--- config.mk ---
export PLATFORM = sky130hd
export DESIGN_NAME = branch_pc
export DESIGN_NICKNAME = d
export VERILOG_FILES = /design/src/rtl/cpu_pkg.sv /design/src/rtl/branch_lut.sv /design/src/rtl/branch_pc.sv
export SDC_FILE = /design/constraint.sdc
export NUM_CORES = 1
export LEC_CHECK = 0
export ABC_AREA = 0
export ABC_CLOCK_PERIOD_IN_PS = 1300
export BUFFER_PORTS_ARGS = -buffer_cell sky130_fd_sc_hd__buf_4
export CAP_MARGIN = 20
export CORE_UTILIZATION = 40
export CTS_CLUSTER_SIZE = 24
export DETAILED_ROUTE_END_ITERATION = 10
export GPL_TIMING_DRIVEN = 0
export PLACE_DENSITY = 0.69
export SLEW_MARGIN = 20
export SYNTH_ARGS = -nofsm -noshare
export SYNTH_HDL_FRONTEND = slang
export SYNTH_SLANG_ARGS = --single-unit
--- constraint.sdc ---
create_clock -name clk -period 1.3 [get_ports clk]
set_input_delay 0.195 -clock clk [delete_from_list [all_inputs] [get_ports clk]]
set_output_delay 0.195 -clock clk [all_outputs]
set_load 0.02 [all_outputs]
--- src/rtl/cpu_pkg.sv ---
// Shared defaults and FSM state type for the branch/PC sequencing block.
package cpu_pkg;
    localparam int PC_W_DEF      = 10;
    localparam int LUT_IDX_W_DEF = 4;
    localparam int RESET_PC_DEF  = 0;

    typedef enum logic [1:0] {
        IDLE = 2'd0,
        RUN  = 2'd1,
        HALT = 2'd2
    } state_t;
endpackage

--- src/rtl/branch_lut.sv ---
// Constant branch-target table, combinational lookup.
// With BRANCH_PC_RELATIVE_EN entries are signed offsets, otherwise absolute addresses.
module branch_lut #(
    parameter int PC_W      = 10,
    parameter int LUT_IDX_W = 4
) (
    input  logic [LUT_IDX_W-1:0] idx,
    output logic [PC_W-1:0]      target
);
    localparam int ENTRIES = 2 ** LUT_IDX_W;

    logic [PC_W-1:0] entries [ENTRIES];

    genvar gi;
    generate
        for (gi = 0; gi < ENTRIES; gi++) begin : g_entry
`ifdef BRANCH_PC_RELATIVE_EN
            // Offsets step by 2 starting at -8, so entry 2 is -4.
            localparam int VAL = 2 * gi - 8;
`else
            localparam int VAL = (gi + 1) * 16;
`endif
            assign entries[gi] = PC_W'(VAL);
        end
    endgenerate

    assign target = entries[idx];
endmodule

--- src/rtl/branch_pc.sv ---
// Program counter sequencer: IDLE/RUN/HALT FSM, jump/branch via branch_lut, shift-carry flag.
// Define BRANCH_PC_RELATIVE_EN for pc-relative branch targets; absolute targets otherwise.
module branch_pc
    import cpu_pkg::*;
#(
    parameter int PC_W      = PC_W_DEF,
    parameter int LUT_IDX_W = LUT_IDX_W_DEF,
    parameter int RESET_PC  = RESET_PC_DEF
) (
    input  logic                 clk,
    input  logic                 reset,
    input  logic                 start,
    input  logic                 halt_req,
    input  logic                 jump,
    input  logic                 br_neq,
    input  logic                 br_lt,
    input  logic                 notequal,
    input  logic                 lessthan,
    input  logic [LUT_IDX_W-1:0] tgt_idx,
    input  logic                 sc_we,
    input  logic                 sc_d,
    output logic [PC_W-1:0]      pc,
    output logic                 sc_q,
    output logic                 running,
    output logic                 done
);
    localparam logic [PC_W-1:0] PC_INIT = PC_W'(RESET_PC);
    localparam logic [PC_W-1:0] PC_STEP = PC_W'(1);

    state_t          state_reg;
    logic [PC_W-1:0] lut_out;
    logic [PC_W-1:0] jump_target;
    logic            taken;

    branch_lut #(
        .PC_W      (PC_W),
        .LUT_IDX_W (LUT_IDX_W)
    ) u_lut (
        .idx    (tgt_idx),
        .target (lut_out)
    );

    assign taken = (br_neq & notequal) | (br_lt & lessthan);

`ifdef BRANCH_PC_RELATIVE_EN
    assign jump_target = pc + lut_out;
`else
    assign jump_target = lut_out;
`endif

    // running/done are registered alongside the state so they never glitch.
    always_ff @(posedge clk or posedge reset) begin
        if (reset) begin
            state_reg <= IDLE;
            pc        <= PC_INIT;
            running   <= 1'b0;
            done      <= 1'b0;
        end else begin
            case (state_reg)
                IDLE, HALT: begin
                    if (start) begin
                        state_reg <= RUN;
                        pc        <= PC_INIT;
                        running   <= 1'b1;
                        done      <= 1'b0;
                    end
                end
                RUN: begin
                    if (halt_req) begin
                        state_reg <= HALT;
                        running   <= 1'b0;
                        done      <= 1'b1;
                    end else if (jump || taken) begin
                        pc <= jump_target;
                    end else begin
                        pc <= pc + PC_STEP;
                    end
                end
                default: begin
                    state_reg <= IDLE;
                    running   <= 1'b0;
                    done      <= 1'b0;
                end
            endcase
        end
    end

    always_ff @(posedge clk or posedge reset) begin
        if (reset) begin
            sc_q <= 1'b0;
        end else if (sc_we) begin
            sc_q <= sc_d;
        end
    end
endmodule
Word level (Yosys, flattened, before mapping)

Memory sizes are Yosys's and may differ from the RTL's.
Index checks and enable logic that the tools add are counted.
Widths: inputs -> output; s select.

Muxes and demuxes: 15
Shift-type cells: 0
$add $sub $neg: 1
Reductions and logical operators: 6
Magnitude comparators: 1
Equality and inequality tests: 5
Divide/modulo/power cells: 0
Multiply operators: 0
Bitwise gates (word level): 4

Operator list:

| cell                  | count |
|---|---|
| $mux 10               | 5 |
| $pmux 10 s2           | 1 |
| $add 10x1->10 const B | 1 |
| $ne 2x2->1 const B    | 3 |
| $ge 5x5->1 const B    | 1 |
| $not 4->5             | 1 |
| $mux 1                | 4 |
| $mux 2                | 2 |
| $pmux 1 s2            | 2 |
| $pmux 2 s2            | 1 |
| $reduce_and 3->1      | 1 |
| $and 1x1->1           | 2 |
| $eq 2x1->1 const B    | 1 |
| $eq 2x2->1 const B    | 1 |
| $logic_not 2->1       | 1 |
| $reduce_and 2->1      | 1 |
| $reduce_bool 2->1     | 1 |
| $reduce_or 2->1       | 1 |
| $logic_or 1x1->1      | 1 |
| $or 1x1->1            | 1 |

Latch bits: 0
Register bits after elaboration: 15
Logic and storage cells: 38
Bits of input ports: 15
Output and inout bits: 13
Memory bits (read-only): 160
RAM bits: 0
Memories: 1

Memory list:

| name            | words | width | read ports | clocked after Yosys merged registers in | write ports | line             | RTL |
|---|---|---|---|---|---|---|---|
| (no name shown) | 16    | 10    | 1          | 0                                       | 0           | branch_lut.sv:27 | `assign target = entries[idx];` |

Logic depth before layout (Yosys ltp)

Gate-level depths: netlist of run 1.

Depth after elaboration: 7
Gate-level depth with buffers: 5

Cells and area by module

Synthesis of run 1 repeated with hierarchy kept, for this count alone.

Cells, all modules: 102
Area total of the unflattened synthesis: 887.1 sq um

By module, submodules not included:

| module     | area an instance (sq um) | times used | cells an instance | sequential area each (sq um) |
|---|---|---|---|---|
| branch_pc  | 789.5                    | 1          | 88                | 350.3 |
| branch_lut | 97.6                     | 1          | 14                | 0.0 |

Least setup slack after synthesis of run 1

OpenSTA, ideal clock, no wires.

Kind: register -> register
From: register pc[2]
To: register pc[9]
Path buffers: 0
Path slack: -0.160 ns
Setup time: 0.082 ns
Data required time: 1.218 ns
Data arrival time: 1.378 ns
Cell stages (with the launch flop): 5
Cells stage by stage: dfrtp_1 -> and4_1 -> and4_4 -> a311o_1 -> a31oi_1

Word-level cells in the longest chain between the ends: 4

RTL lines:

| element                  | line            | RTL |
|---|---|---|
| start: declaration       | branch_pc.sv:22 | `output logic [PC_W-1:0] pc,` |
| start signal: assignment | branch_pc.sv:74 | `pc <= jump_target;` |
| start signal: assignment | branch_pc.sv:76 | `pc <= pc + PC_STEP;` |
| $add 10x1->10            | branch_pc.sv:76 |  |
| $mux 10                  | branch_pc.sv:73 | `end else if (jump \|\| taken) begin` |
| $mux 10                  | branch_pc.sv:69 | `if (halt_req) begin` |
| $pmux 10 s2              | branch_pc.sv:59 | `case (state_reg)` |

Every way passes these cells. The select of a mux whose other input is x is not followed.
A chain may end at the register's enable or synchronous reset.

Worst setup path after layout of run 1

Ends and elaborated chain as after synthesis.

==> flow_summary_export.csv, run 1 <==
group,metric,value,unit
placed_design,numPortBuffers,27,
power,p_leak,0.0006020,µW
power,comb_power_share,37.4,%
synthesis,synth_seq_area_share,42.75,%
synthesis,ys.flop_type,"dfrtp_1",
critical_path,arrival,1.62,ns
timing,worst_pin_slew,0.5506,ns
grt,antenna_found_initial,0,
grt,grt_first_pass_wirelength,3105,µm
hold_path,hold_path.startpoint,"sc_d",
timing,setup_ws,-0.1212,ns
power,intPower,931.6,µW
clocking,clk_pin_slew,0.08,ns
synthesis,synth_seq_cells,14,
hold_path,holdPathStages,2,
routing,route.vias.total,817,
critical_path,ff2ff_setup_slack,-0.12,ns
clocking,h-tree-depth,1,
clocking,cts_buffers,3,
synthesis,async_flop_share,100.0,%
clocking,cts.root.buffer_cell,"clkbuf_4",
critical_path,worst_ep_required_time,1.50,ns
timing,drv_slew,0,
timing,final-hold-violation-count,0,
job,cap_violations,0,
routing,remaining_drc_errors,0,
die,dieHeight,47.27,µm
timing,setup_viol,6,
routing,drt_pre_antenna_iters,4,
die,dieArea,2234,µm²
timing,min_period,1.421,ns
routing,routed_via_density,5.340,
layout,area_growth,55.11,%
critical_path,startpoint_type,"flip-flop",
power,swShare,33.76,%
run_status,violations,"setup timing",
placed_design,hpwl,1413,µm
synthesis,synth_edf_count,0,
power,switching_power,474.7,µW
routing,route.detailed.wl_per_inst,13.72,µm
die,rows,16,
timing,period_share,109.3,%
timing,rsz0062_at_grt,"yes",
timing,finalClockSkew,0.002634,ns
critical_path,end_kind,"flip-flop",
power,power_frac_seq,40.6,%
clocking,clkSinkCount,14,
layout,regMostFlops,"pc",
layout,antenna_cells,0,
clocking,cts_tree,"built",
placed_design,pre_cts_ws,-0.2327,ns
critical_path,r2r_start,"pc[2]",
clocking,insertion_delay,0.28,ns
grt,grt_start_max_net_pins,15,
critical_path,crit_fanout,5,
clocking,cts_buffer_depth,2,
grt,grt_pass1_vias,668,
critical_path,path_class,"reg2reg",
layout,post-route-util,65.46,%
grt,grt_usage,20.95,%
power,p_per_area,1106,nW/µm²
die,ios,28,
hold_path,hp-class,"in2reg",
routing,drt.antenna.violating_nets,0,
grt,overflow,0,
timing,hold_ws,0.1476,ns
placed_design,place_congestion,0.7724,
synthesis,avgSynthCellArea,10.12,µm²
critical_path,timing.rr.end,"pc[9]",
power,ir_drop,0.0008845,V
die,coreArea,1942,µm²
die,start_util,42.20,%
synthesis,synth_cells,81,
synthesis,ys_warn_count,0,
critical_path,reg2reg_depth,4,
timing,max-slew-margin-rel,63.26,%
layout,fin_nets,145,
routing,drt_iter0_markers,11,
synthesis,netlist_area,819.5,µm²
die,die_w,47.27,µm
power,clockPowerShare,22.0,%
power,fin_total_pwr,1406,µW
routing,drt-total-wl,2099,µm
layout,drive_gt1_share,52.38,%
layout,largest_reg_flops,10,
synthesis,ys_types,38,
hold_path,min_to,"sc_q",
run_status,outcome,"finished with violations",
timing,clock.fmax,0.7036,GHz
synthesis,synth_nets,99,
==> metrics by stage <==
stage / instance area (µm²) / setup TNS [ns] / instances
after detailed placement: 1072 / -1.272 / 135
after global placement: 1072 / -1.110 / 135
after global routing: 1271 / -0.6280 / 153
final: 1271 / -0.2945 / 153
after floorplan: 835.8 / -0.3334 / 81
after CTS: 1217 / -0.2595 / 150
==> how the worst max path moves through the flow <==
stage / cells past startpoint / end / start / slack, ns
global route: 5 / pc[8] / pc[1] / -0.14
finish: 4 / pc[9] / pc[2] / -0.12
detailed placement: 5 / pc[7] / state_reg[0] / -0.23
global placement: 5 / pc[5] / state_reg[0] / -0.21
CTS: 4 / pc[9] / pc[0] / -0.09
floorplan: 4 / pc[9] / pc[0] / -0.08
==> power by group through the flow <==
stage / sequential, µW / clock, µW / combinational (µW)
6_report: 571 / 309 / 526
5_1_grt: 583 / 338 / 573
4_1_cts: 566 / 317 / 501
3_5_place_dp: 582 / 0 / 413
3_3_place_gp: 578 / 0 / 404
2_1_floorplan: 634 / 0 / 181
==> per-layer routing <==
metal	up-vias	GRT usage, %	wire length, µm
li1	405	-	-
met1	380	28.10	998
met2	30	32.33	972
met3	2	7.692	117
met4	0	4.571	10
met5	-	0	0
==> cell usage in the layout (no fill, tap or decap), types with 2 or more instances in the layout <==
| master | count |
|---|---|
| buf_4 | 37 |
| buf_6 | 4 |
| clkbuf_4 | 3 |
| ha_1 | 2 |
| and4_4 | 2 |
| nand2_1 | 6 |
| o21ai_0 | 3 |
| inv_1 | 5 |
| o21ai_2 | 3 |
| o31ai_1 | 3 |
| dfrtp_1 | 9 |
| nor2_1 | 2 |
| a31oi_1 | 2 |
| o21ai_1 | 3 |
| dfrtp_2 | 5 |
| a22o_1 | 4 |
| a21oi_1 | 2 |
| nand4_1 | 2 |
==> final cells by class <==
cell class / instances / area (µm²)
clock buffers: 4 / 36.28
plain buffers: 1 / 11.26
repair buffers: 41 / 321.6
multi-input cells: 60 / 486.7
fillers: 155 / 670.6
flip-flops and latches: 14 / 356.6
inverters: 6 / 25.02
well taps: 27 / 33.78
==> what timing repair did <==
| action | CTS | global route |
|---|---|---|
| hold buffers | 1 | 0 |
| resized for setup | 7 | 10 |
| endpoints found under the hold margin | 14 | 0 |
| setup endpoints to repair | 10 | 10 |
| pin swaps | 2 | 10 |
| setup buffers | 10 | 3 |
==> cell usage after synthesis, types with 2 or more instances <==
| cell | n | area share, % |
|---|---|---|
| o21ai_0 | 7 | 4.3 |
| o21ai_1 | 2 | 1.2 |
| dfrtp_1 | 14 | 43 |
| nor3b_1 | 2 | 1.8 |
| a31oi_1 | 2 | 1.5 |
| ha_1 | 3 | 4.6 |
| nand4_1 | 2 | 1.5 |
| nand2_1 | 7 | 3.2 |
| and4_1 | 2 | 2.1 |
| a21oi_1 | 2 | 1.2 |
| a22o_1 | 4 | 4.3 |
| inv_1 | 5 | 2.3 |
| nor2_1 | 2 | 0.92 |
| o31ai_1 | 3 | 2.7 |
==> worst max-delay path: stages, from the launching register on <==
cell and delay [ns]:
dfrtp_2 0.44, and4_1 0.21, and4_4 0.20, a311o_1 0.30, a31oi_1 0.18
==> cells by family (layout without fill, tap and decap cells) <==
logic type	after synthesis	after routing	share of synthesized area, %
buf+inv	7	52	4.274
mux	1	1	1.374
flops	14	14	42.75
simple gates	25	25	20.15
fa+ha+maj	3	3	4.581
compound gates	31	31	26.87
Note: power is estimated with default switching activity, not from simulation.
==> run 2: changes to the inputs <==
--- a/config.mk
+++ b/config.mk
@@ -20 +20,2 @@
 export SYNTH_SLANG_ARGS = --single-unit
+export TNS_END_PERCENT = 100
--- a/constraint.sdc
+++ b/constraint.sdc
@@ -3,2 +3,2 @@
 set_output_delay 0.195 -clock clk [all_outputs]
-set_load 0.02 [all_outputs]
+set_load 0.01 [all_outputs]
==> flow_summary_export.csv, run 2 (synthesized netlist as in run 1, its figures left out) <==
group,metric,value,unit
run_status,outcome,"finished with violations",
run_status,violations,"setup timing",
timing,hold_ws,0.1445,ns
grt,overflow,0,
grt,grt_usage,20.87,%
critical_path,reg2reg_depth,5,
timing,worst_pin_slew,0.5306,ns
layout,drive_gt1_share,51.59,%
hold_path,hold_path.startpoint,"sc_d",
critical_path,worst_ep_required_time,1.47,ns
power,ir_drop,0.0005437,V
power,p_leak,0.0005985,µW
critical_path,r2r_start,"state_reg[0]",
critical_path,cp_cell_sequence,"nor3b_4 -> a21oi_4 -> clkinv_2 -> o21ai_1 -> a211o_1",
routing,routed_via_density,5.699,
placed_design,place_area,1067,µm²
die,ios,28,
critical_path,arrival,1.54,ns
timing,rsz0062_at_grt,"yes",
layout,final_area,1255,µm²
die,dieArea,2234,µm²
layout,post-route-util,64.63,%
placed_design,numPortBuffers,27,
routing,remaining_drc_errors,0,
layout,seq_area,355.3,µm²
grt,globalRouteMet1Util,27.38,%
critical_path,crit_fanout,5,
clocking,cts_buffers,3,
die,rows,16,
clocking,clk_pin_slew,0.09,ns
hold_path,holdPathStages,2,
die,start_util,42.20,%
hold_path,min_to,"sc_q",
critical_path,path_class,"reg2reg",
timing,setup_ws,-0.07780,ns
power,p_per_area,1037,nW/µm²
routing,drt-total-wl,2208,µm
clocking,insertion_delay,0.28,ns
timing,drv_slew,0,
clocking,clkSinkCount,14,
critical_path,crit_path_top_delay_cell,"dfrtp_2",
timing,clock.fmax,0.7258,GHz
placed_design,place_congestion,0.7991,
clocking,cts_tree,"built",
hold_path,hp-class,"in2reg",
job,cap_violations,0,
timing,tns,-0.2620,ns
routing,route.vias.total,872,
layout,nFillCells,174,
placed_design,hpwl,1480,µm
layout,fin_nets,145,
grt,grt_first_pass_wirelength,3174,µm
timing,min_period,1.378,ns
layout,antenna_cells,0,
critical_path,timing.rr.end,"pc[7]",
clocking,cts.root.buffer_cell,"clkbuf_4",
clocking,cts_buffer_depth,2,
timing,finalClockSkew,0.006763,ns
die,coreArea,1942,µm²
critical_path,max_stage_delay,0.43,ns
layout,largest_reg_flops,10,
timing,setup_viol,6,
routing,drt_pre_antenna_iters,4,
clocking,h-tree-depth,1,
grt,grt_util_met2,33.15,%
die,dieHeight,47.27,µm
layout,area_growth,53.13,%
layout,layout_common_cells,"39 x buf_4, 10 x dfrtp_1, 5 x inv_1, 5 x nand2_1",
routing,drt_iter0_markers,27,
critical_path,ff2ff_setup_slack,-0.08,ns
critical_path,end_kind,"flip-flop",
layout,multi_input_area,490.5,µm²
critical_path,startpoint_type,"flip-flop",
grt,grt_start_max_net_pins,15,
layout,final_common_cell,"buf_4",
grt,grt-busiest-layer,"met2",
timing,final-hold-violation-count,0,
layout,regMostFlops,"pc",
grt,use_met3,4.615,%
grt,antenna_found_initial,0,
timing,period_share,106.0,%
routing,drt.antenna.violating_nets,0,
die,die_w,47.27,µm
routing,route.detailed.wl_per_inst,14.43,µm
timing,max-slew-margin-rel,64.58,%
grt,grt_pass1_vias,720,
## run 2: worst max-delay path by stage
stage	slack, ns	depth (start not counted)	from	to
4_1_cts	-0.13	5	pc[1]	pc[8]
5_1_grt	-0.15	5	pc[1]	pc[8]
6_report	-0.08	5	state_reg[0]	pc[7]
2_1_floorplan	-0.04	5	pc[0]	pc[8]
3_3_place_gp	-0.21	4	state_reg[0]	pc[4]
3_5_place_dp	-0.24	4	state_reg[0]	pc[4]
## run 2: worst max-delay path: cells and delay by family (launching register included)
| family | cells | cell delay, ns |
|---|---|---|
| DFF | 1 | 0.43 |
| AOI/OAI and AO/OA | 3 | 0.40 |
| and+or+nand+nor | 1 | 0.34 |
| buffers and inverters | 1 | 0.09 |
## run 2: power breakdown
| group | leakage (µW) | internal [µW] | switching (µW) |
|---|---|---|---|
| Sequential | 0.000180 | 498 | 83.9 |
| Clock | 0.0000150 | 119 | 150 |
| Combinational | 0.000404 | 244 | 206 |
## run 2: through the flow
stage               cells  setup WS (ns)  power, µW
floorplan              81       -0.03868      772.9
global placement      135        -0.2073      936.1
detailed placement    135        -0.2439      948.2
CTS                   151        -0.1313       1289
global route          153        -0.1465       1382
finish                153       -0.07780       1301
## run 2: routing by layer
metal / part of all wire, % / up-vias
met2: 47 / 39
met4: 1.5 / 0
met5: 0 / -
met3: 7.3 / 4
li1: - / 411
met1: 44 / 418
## run 2: repair_timing
action / in CTS / in global routing
setup buffers: 11 / 2
endpoints found under the hold margin: 14 / 0
gates cloned: 0 / 0
hold buffers: 1 / 0
pin swaps: 6 / 9
gates resized for setup: 10 / 7
endpoints found under the setup margin: 10 / 9
## run 2: area by class of cell
class | count | share of cell area, %
repair buffers | 41 | 25.02
plain buffers | 1 | 0.8973
clock buffers | 4 | 2.094
well taps | 27 | 2.692
inverters | 6 | 1.894
multi-input cells | 60 | 39.08
flip-flops and latches | 14 | 28.32
==> run 3: changes to the inputs <==
Settings changed: ABC_AREA 0 to 1, PLACE_DENSITY 0.69 to 0.67.
==> flow_summary_export.csv, run 3 <==
group,metric,value,unit
run_status,outcome,"completed",
synthesis,ys_warn_count,0,
timing,drv_slew,0,
critical_path,startpoint_type,"flip-flop",
layout,largest_reg_flops,10,
layout,regMostFlops,"pc",
power,ir_drop,0.0006943,V
synthesis,synth_area_leader_cell,"dfrtp_1",
synthesis,ys_types,21,
die,coreArea,2191,µm²
grt,grt_start_max_net_pins,15,
clocking,cts.root.buffer_cell,"clkbuf_4",
power,swShare,36.08,%
timing,period_share,95.37,%
critical_path,end_kind,"output port",
power,switching_power,503.1,µW
clocking,insertion_delay,0.29,ns
timing,hold_ws,0.1118,ns
synthesis,synth_nets,147,
clocking,cts_buffer_depth,2,
die,rows,17,
critical_path,worst_ep_required_time,1.11,ns
hold_path,hp-class,"in2reg",
timing,max-slew-margin-rel,63.13,%
grt,grt_usage,19.10,%
job,cap_violations,0,
timing,setup_viol,0,
critical_path,max_stage_delay,0.44,ns
power,intPower,891.4,µW
layout,fin_nets,182,
layout,final_common_cell,"nand2_1",
layout,layout_common_cells,"38 x nand2_1, 29 x buf_4, 15 x inv_1, 14 x nand3_1, 14 x dfrtp_1",
clocking,cts_buffers,3,
power,clockPowerShare,23.3,%
die,die_w,50.15,µm
die,dieArea,2515,µm²
timing,final-hold-violation-count,0,
critical_path,path_class,"reg2out",
critical_path,cp_cell_sequence,"buf_4 -> buf_4",
die,start_util,42.32,%
routing,route.vias.total,983,
synthesis,synth_edf_count,0,
placed_design,numPortBuffers,27,
synthesis,ys.flop_type,"dfrtp_1",
synthesis,synth_seq_area_share,37.79,%
clocking,clk_pin_slew,0.10,ns
grt,antenna_found_initial,0,
synthesis,synth_cells,129,
timing,rsz0062_at_grt,"yes",
routing,drt_pre_antenna_iters,6,
placed_design,hpwl,1634,µm
routing,drt_iter0_markers,29,
timing,min_period,1.240,ns
power,power_frac_seq,42.6,%
critical_path,crit_top_cell,"buf_4",
routing,routed_via_density,5.147,
power,p_leak,0.0006152,µW
power,p_per_area,1113,nW/µm²
routing,remaining_drc_errors,0,
layout,drive_gt1_share,30.67,%
routing,route.detailed.wl_per_inst,11.25,µm
synthesis,avgSynthCellArea,7.187,µm²
power,comb_power_share,34.1,%
timing,finalClockSkew,0.008734,ns
synthesis,yosysTopAreaCellShare,37.79,%
routing,drt.antenna.violating_nets,0,
timing,clock.fmax,0.8066,GHz
clocking,clkSinkCount,14,
grt,grt_pass1_vias,876,
routing,drt-total-wl,2148,µm
die,dieHeight,50.15,µm
timing,tns,0,ns
critical_path,crit_path_top_delay_cell,"dfrtp_1",
critical_path,arrival,1.04,ns
synthesis,yosysMostFrequentCell,"nand2_1",
grt,overflow,0,
synthesis,yosys-top-cells-area,"dfrtp_1 38%, nand2_1 15%, nand3_1 7.6%, inv_1 6.1%, ha_1 4.0%",
clocking,h-tree-depth,1,
synthesis,async_flop_share,100.0,%
die,ios,28,
clocking,cts_tree,"built",
critical_path,crit_fanout,4,
layout,antenna_cells,0,
placed_design,place_congestion,0.8149,
synthesis,synth_commonest_cells,"38 x nand2_1, 15 x inv_1, 14 x dfrtp_1, 14 x nand3_1, 7 x nor2_1",
grt,grt_first_pass_wirelength,3567,µm
synthesis,synth_seq_cells,14,
layout,area_growth,35.09,%
timing,worst_pin_slew,0.5525,ns
synthesis,netlist_area,927.1,µm²
[run 3: path summary, 6_finish.rpt]
path / from / depth (start not counted) / slack (ns) / end
hold reg to reg: running / 2 / 0.51 / running
min in group asynchronous: reset / 3 / 0.50 / pc[0]
setup reg to reg: pc[0] / 8 / 0.07 / pc[5]
max in group asynchronous: reset / 3 / 0.42 / sc_q
hold / removal: start / 2 / 0.11 / done
setup / recovery: pc[0] / 2 / 0.06 / pc[0]
[run 3: logic make-up (layout without fill, tap and decap cells)]
family	count (synthesis)	after routing	share of synthesized area, %
fa+ha+maj	3	3	4.049
simple gates	73	73	37.65
buf+inv	21	55	9.311
mux	1	1	1.214
xor+xnor	1	1	0.9448
compound gates	16	16	9.042
flops	14	14	37.79
[run 3: cell type report]
cell class / instances / area [µm²]
timing repair buffer: 30 / 227.7
inverter: 20 / 75.07
clock buffer: 4 / 36.28
multi-input combinational: 94 / 516.7
tap: 28 / 35.03
fill: 202 / 938.4
buffer: 1 / 11.26
sequential: 14 / 350.3
[run 3: stage by stage]
| stage | instance area (µm²) | cells | util [%] | setup slack, ns | power, µW |
|---|---|---|---|---|---|
| finish | 1252 | 191 | 57.17 | 0.06015 | 1395 |
| global route | 1252 | 191 | 57.17 | -0.02256 | 1498 |
| CTS | 1219 | 190 | 55.63 | 0.001944 | 1388 |
| detailed placement | 1165 | 184 | 53.17 | -0.02387 | 1048 |
| global placement | 1165 | 184 | 53.17 | -0.004799 | 1034 |
| floorplan | 927.1 | 129 | - | 0.03910 | 844.9 |
[run 3: timing repair]
action / in CTS / in global routing
gates cloned: 0 / 0
endpoints found under the hold margin: 14 / 0
resized for setup: 0 / 5
pin swaps: 0 / 1
setup endpoints to repair: 1 / 6
buffers inserted: 1 / 1
hold buffers: 1 / 0
[run 3: critical path, delay by kind of cell (launching register included)]
kind	cells	cell delay [ns]
buffers and inverters	2	0.31
flip-flops	1	0.44
[run 3: routing by layer]
layer  wire length, µm  up-vias  track usage [%]
met4                14        0            6.190
met5                 0        -                0
met3               141        4            5.455
met1               900      458            22.94
met2              1090       33            32.44
li1                  -      488                -
[run 3: power groups by stage]
stage / logic, µW / registers [µW] / clock network, µW
after floorplan: 233 / 612 / 0
after global placement: 440 / 595 / 0
after detailed placement: 448 / 600 / 0
after CTS: 463 / 587 / 338
after global routing: 538 / 603 / 357
final: 475 / 594 / 325
